`src/rtl/time_set_ctrl.sv`:
```
// Set-time controller: debounced mode/inc buttons drive a RUN/SET_HR/SET_MIN/SET_SEC/LOAD FSM
// that edits a BCD shadow time and offers it to the clock counter over a valid/ready load port.
module time_set_ctrl #(
  parameter int DEBOUNCE_CYCLES = 1_000_000,
  parameter int REPEAT_CYCLES   = 12_500_000
) (
  input  logic       clk,
  input  logic       rst,
  input  logic       btn_mode,
  input  logic       btn_inc,
  input  logic [3:0] cur_hr2,
  input  logic [3:0] cur_hr1,
  input  logic [3:0] cur_min2,
  input  logic [3:0] cur_min1,
  input  logic [3:0] cur_sec2,
  input  logic [3:0] cur_sec1,
  output logic [3:0] set_hr2,
  output logic [3:0] set_hr1,
  output logic [3:0] set_min2,
  output logic [3:0] set_min1,
  output logic [3:0] set_sec2,
  output logic [3:0] set_sec1,
  output logic       load_valid,
  input  logic       load_ready,
  output logic       set_active,
  output logic [2:0] field_sel
);

  localparam int DB_W = $clog2(DEBOUNCE_CYCLES + 1);
  localparam int RP_W = $clog2(REPEAT_CYCLES + 1);
  localparam logic [DB_W-1:0] DB_LAST = DB_W'(DEBOUNCE_CYCLES - 1);
  localparam logic [RP_W-1:0] RP_LAST = RP_W'(REPEAT_CYCLES - 1);

  typedef enum logic [2:0] {RUN, SET_HR, SET_MIN, SET_SEC, LOAD} state_t;

  // Bit 0 is the mode button, bit 1 the inc button; active-low, so 1 means released.
  logic [1:0]      btn_raw;
  logic [1:0]      sync1_q, sync2_q;
  logic [1:0]      lvl_q, lvl_d;
  logic [1:0]      press_q, press_d;
  logic [DB_W-1:0] db_cnt_q [2];
  logic [DB_W-1:0] db_cnt_d [2];
  logic [RP_W-1:0] rpt_cnt_q, rpt_cnt_d;
  logic            rpt_ev, mode_ev, inc_ev;

  state_t          state_q, state_d;
  logic            load_valid_q, load_valid_d;
  logic            set_active_q, set_active_d;
  logic [2:0]      field_sel_q, field_sel_d;
  logic [3:0]      dig_q [6];
  logic [3:0]      dig_d [6];

  function automatic logic [7:0] bcd_inc_hr(input logic [3:0] t, input logic [3:0] u);
    if (t > 4'd2 || u > 4'd9 || (t == 4'd2 && u >= 4'd3)) return 8'h00;
    else if (u == 4'd9) return {t + 4'd1, 4'd0};
    else return {t, u + 4'd1};
  endfunction

  function automatic logic [7:0] bcd_inc_60(input logic [3:0] t, input logic [3:0] u);
    if (t > 4'd5 || u > 4'd9 || (t == 4'd5 && u == 4'd9)) return 8'h00;
    else if (u == 4'd9) return {t + 4'd1, 4'd0};
    else return {t, u + 4'd1};
  endfunction

  assign btn_raw = {btn_inc, btn_mode};

  // A counter only runs while the synchronised level disagrees with the accepted level,
  // so any bounce back to the accepted level restarts it.
  always_comb begin
    lvl_d   = lvl_q;
    press_d = 2'b00;
    for (int i = 0; i < 2; i++) begin
      db_cnt_d[i] = '0;
      if (sync2_q[i] != lvl_q[i]) begin
        if (db_cnt_q[i] == DB_LAST) begin
          lvl_d[i]   = sync2_q[i];
          press_d[i] = ~sync2_q[i];
        end else begin
          db_cnt_d[i] = db_cnt_q[i] + DB_W'(1);
        end
      end
    end
  end

  assign rpt_ev  = ~lvl_q[1] & ~press_q[1] & (rpt_cnt_q == RP_LAST);
  assign mode_ev = press_q[0];
  assign inc_ev  = (press_q[1] | rpt_ev) & ~mode_ev;

  always_comb begin
    rpt_cnt_d = '0;
    if (~lvl_q[1] && !press_q[1] && !rpt_ev) rpt_cnt_d = rpt_cnt_q + RP_W'(1);
  end

  always_ff @(posedge clk or negedge rst) begin
    if (!rst) begin
      sync1_q   <= 2'b11;
      sync2_q   <= 2'b11;
      lvl_q     <= 2'b11;
      press_q   <= 2'b00;
      rpt_cnt_q <= '0;
      for (int i = 0; i < 2; i++) db_cnt_q[i] <= '0;
    end else begin
      sync1_q   <= btn_raw;
      sync2_q   <= sync1_q;
      lvl_q     <= lvl_d;
      press_q   <= press_d;
      rpt_cnt_q <= rpt_cnt_d;
      for (int i = 0; i < 2; i++) db_cnt_q[i] <= db_cnt_d[i];
    end
  end

  always_ff @(posedge clk or negedge rst) begin
    if (!rst) begin
      state_q      <= RUN;
      load_valid_q <= 1'b0;
      set_active_q <= 1'b0;
      field_sel_q  <= 3'b000;
    end else begin
      state_q      <= state_d;
      load_valid_q <= load_valid_d;
      set_active_q <= set_active_d;
      field_sel_q  <= field_sel_d;
    end
  end

  always_comb begin
    state_d = state_q;
    unique case (state_q)
      RUN:     if (mode_ev) state_d = SET_HR;
      SET_HR:  if (mode_ev) state_d = SET_MIN;
      SET_MIN: if (mode_ev) state_d = SET_SEC;
      SET_SEC: if (mode_ev) state_d = LOAD;
      LOAD:    if (load_valid_q && load_ready) state_d = RUN;
      default: state_d = RUN;
    endcase
  end

  // Flags are registered from the next state so they move on the same edge as the state.
  always_comb begin
    set_active_d = (state_d != RUN);
    load_valid_d = (state_d == LOAD);
    unique case (state_d)
      SET_HR:  field_sel_d = 3'b100;
      SET_MIN: field_sel_d = 3'b010;
      SET_SEC: field_sel_d = 3'b001;
      default: field_sel_d = 3'b000;
    endcase
  end

  always_comb begin
    for (int i = 0; i < 6; i++) dig_d[i] = dig_q[i];
    unique case (state_q)
      RUN: if (mode_ev) begin
        dig_d[0] = cur_hr2;
        dig_d[1] = cur_hr1;
        dig_d[2] = cur_min2;
        dig_d[3] = cur_min1;
        dig_d[4] = cur_sec2;
        dig_d[5] = cur_sec1;
      end
      SET_HR:  if (inc_ev) {dig_d[0], dig_d[1]} = bcd_inc_hr(dig_q[0], dig_q[1]);
      SET_MIN: if (inc_ev) {dig_d[2], dig_d[3]} = bcd_inc_60(dig_q[2], dig_q[3]);
      SET_SEC: if (inc_ev) {dig_d[4], dig_d[5]} = bcd_inc_60(dig_q[4], dig_q[5]);
      default: ;
    endcase
  end

  always_ff @(posedge clk or negedge rst) begin
    if (!rst) begin
      for (int i = 0; i < 6; i++) dig_q[i] <= 4'd0;
    end else begin
      for (int i = 0; i < 6; i++) dig_q[i] <= dig_d[i];
    end
  end

  assign set_hr2    = dig_q[0];
  assign set_hr1    = dig_q[1];
  assign set_min2   = dig_q[2];
  assign set_min1   = dig_q[3];
  assign set_sec2   = dig_q[4];
  assign set_sec1   = dig_q[5];
  assign load_valid = load_valid_q;
  assign set_active = set_active_q;
  assign field_sel  = field_sel_q;

endmodule

```
`config.mk`:
```
export PLATFORM = sky130hd
export DESIGN_NAME = time_set_ctrl
export DESIGN_NICKNAME = d
export VERILOG_FILES = /design/src/rtl/time_set_ctrl.sv
export SDC_FILE = /design/constraint.sdc
export NUM_CORES = 1
export LEC_CHECK = 0
export BUFFER_PORTS_ARGS = -buffer_cell sky130_fd_sc_hd__clkbuf_2
export CAP_MARGIN = 10
export CORE_AREA = 2 2 155 127
export CTS_BUF_LIST = sky130_fd_sc_hd__clkbuf_2
export CTS_CLUSTER_SIZE = 8
export DETAILED_ROUTE_END_ITERATION = 10
export DIE_AREA = 0 0 157 129
export PLACE_DENSITY = 0.49
export SLEW_MARGIN = 20
export SYNTH_ARGS = -nofsm -noshare
export SYNTH_HDL_FRONTEND = slang
export SYNTH_SLANG_ARGS = --single-unit
```
`constraint.sdc`:
```
create_clock -name clk -period 2.58 [get_ports clk]
set_clock_uncertainty 0.2 [all_clocks]
set_input_delay 0 -clock clk [delete_from_list [all_inputs] [get_ports clk]]
set_output_delay 0 -clock clk [all_outputs]
set_load 0.02 [all_outputs]
```
==> flow_summary.toml <==
[status]
status = "complete, no violations"

[layout]
syn2layout_area_growth_pct = 24.2
fin_nets = 727
diodes = 0
fill_cells = 1888
layout-drive-gt1-share = 0.173

[yosys]
synth_fp_nets = 606
synth_top_cells_by_area = "dfrtp_1, nor2_1, xor2_1, xnor2_1, nand2_1"
netlist_area_mm2 = 0.00551
yosysWarnings = 0
synth.most_common_cell = "dfrtp_1"
ys_ff_latch = 104
synthFlopType = "dfrtp_1"
syn_avg_cell_area_um2 = 9.73
synth_common_cells = "dfrtp_1, nor2_1, nand2_1, xor2_1"
synthCells = 566
synth.top_cell.area_share = 0.445
yosys.cell_types.count = 67
synth_edf_count = 0
ys_seq_area_frac = 0.474
synthArstFlopShare = 1.00
synth_top_cell_by_area = "dfrtp_1"

[critical_path]
startpoint_type = "register"
reg2reg_slack_ps = 170
cp.required_ps = 2900
crit_type = "register to register"
arrival_ps = 2730
cp_max_fo = 5
cp-end-kind = "register"

[floorplan]
die_w_um = 157
design.core.area_mm2 = 0.0186
start_util = 0.296
die_area_mm2 = 0.0203
fp.dieH_um = 129
row_count = 45
pin_count = 58

[power]
p_leak_nw = 3.01
powerDensity_mw_per_mm2 = 386
vdd_ir_drop_max_v = 0.000245

[routing]
via_count = 4484
via_per_inst = 4.72
post-route-drc-count = 0
drt-total-wl_mm = 12.7
drt-pass1-iter-count = 4
drtIter0Drc = 249
wl_per_cell_um = 13.3
ant_nets = 0

[sta]
fin_tns_setup_ps = 0
relSlewSlack = 0.574
hold_viol = 0
rsz0062_at_grt = "false"
fin_crit_ps = 2410
final-max-slew-violation-count = 0
clock.fmax_mhz = 415
timing.final.crit_share = 0.934
finalSetupViolCount = 0
finalWorstSetupSlack_ps = 169
tightest_slew_ps = 633

[clock_network]
clkTransAtPathRegs_ps = 280
clockBufferDepth = 2
clk_latency_ps = 620
cts_tree = "built"
clock_sinks = 104
cts_made_buffers = 9
htree_levels = 3
ctsRootBufferMaster = "clkbuf_2"

[global_route]
met3_usage = 0.0357
grt_usage = 0.131
grt_util_met2 = 0.204
use_met1 = 0.181
top_usage_layer = "met2"
grt_max_degree = 60
grt_pass1_vias = 4517
overflow = 0
grt_pass1_wl_mm = 21.5
antenna_found_initial = 0

[min_path]
hold_class = "input pin to register"

[flow_run]
max-cap-violations = 0

[placed_design]
gp_congestion = 0.829
dp_hpwl_mm = 9.00
portBuffers = 57
place_ws_ps = 31.3
## worst paths after layout
check	from	end	depth (start not counted)
max	rpt_cnt_q[6]	set_min1[0]	6
min	cur_min1[0]	set_min1[0]	5
max reg2reg	rpt_cnt_q[6]	set_min1[0]	6
min reg2reg	sync1_q[1]	sync2_q[1]	0
max in group asynchronous	rst	sync2_q[0]	5
min in group asynchronous	rst	rpt_cnt_q[1]	4
## layout make-up
type,count,area [µm²],area share
clock buffer,9,45.0,0.00658
sequential,104,2610,0.381
multi-input combinational,425,2750,0.403
timing repair buffer,123,941,0.138
clock inverter,7,78.8,0.0115
inverter,24,90.1,0.0132
tap,258,323,0.0472
## layer usage
metal	vias to the layer above	part of all wire	wire, µm
li1	2242	-	-
met1	2138	0.50	6360
met2	97	0.45	5680
met3	7	0.044	552
met4	0	0.0057	72
met5	-	0	0
## state kept, by name (all words and copies together) (netlist names), 3 cells and up
signal / flops
db_cnt_q: 40
field_sel: 3
rpt_cnt_q: 24
set_hr1: 4
set_hr2: 4
set_min1: 4
set_min2: 4
set_sec1: 4
set_sec2: 4
state_q: 3
## timing repair
| item | 4_1_cts | 5_1_grt |
|---|---|---|
| buffers inserted | 0 | 1 |
| endpoints found under the hold margin | 133 | 0 |
| hold buffers | 49 | 0 |
| gates resized for setup | 0 | 0 |
| setup endpoints to repair | 0 | 6 |
## power by group
group	switching (W)	internal (W)
Sequential	0.00000952	0.00165
Clock	0.000583	0.000237
Combinational	0.0000749	0.0000888
## placed cells by master, fill, tap and decap left out, types with 3 or more instances in the layout
cell	count
nor2b_1	3
mux2_1	3
dfstp_2	6
dlygate4sd3_1	48
a21oi_1	5
o41ai_1	5
nor2_1	89
and4_1	8
nor4_1	6
nor4b_1	3
xnor2_1	30
a32o_1	3
nand2b_1	4
buf_4	16
a22o_1	3
o22ai_1	3
ha_1	11
xor2_1	32
nor3b_1	3
and3b_1	3
o31ai_1	5
mux2i_1	4
inv_1	24
and2_1	5
clkbuf_2	65
nand2_1	47
buf_12	3
o2bb2ai_1	4
nand3_1	30
o21ai_0	13
dfrtp_1	98
mux2_2	7
o211ai_1	5
nor3_1	14
nand4_1	15
and3_1	11
nand3b_1	7
## worst max-delay path: stages, from the launching register on
cell and delay [ps]:
dfrtp_1 480, or4_1 560, nor4_4 210, buf_4 170, a21oi_1 90, nor2_1 260, mux2_2 370
## cells by family (layout without fill, tap and decap cells)
kind of cell,Yosys count,count (layout),share of synthesized area
xor gates and xnor gates,62,62,0.0986
buffers and inverters,37,163,0.0261
AOI/OAI and AO/OA,72,72,0.0984
muxes,15,15,0.0304
and+or+nand+nor,265,265,0.248
DFF,104,104,0.474
adders and majority gates,11,11,0.0250
## per-stage QoR
stage	area (µm²)	hold slack (ps)	util	total power, W	cells
5_1_grt	6840	28.0	0.367	0.00280	950
3_3_place_gp	6210	-270	0.333	0.00179	884
6_report	6840	98.7	0.367	0.00264	950
3_5_place_dp	6210	-274	0.333	0.00179	884
4_1_cts	6830	3.71	0.367	0.00272	949
2_1_floorplan	5510	-496	-	0.00172	566
No activity file was read; power rests on OpenSTA's default activity.
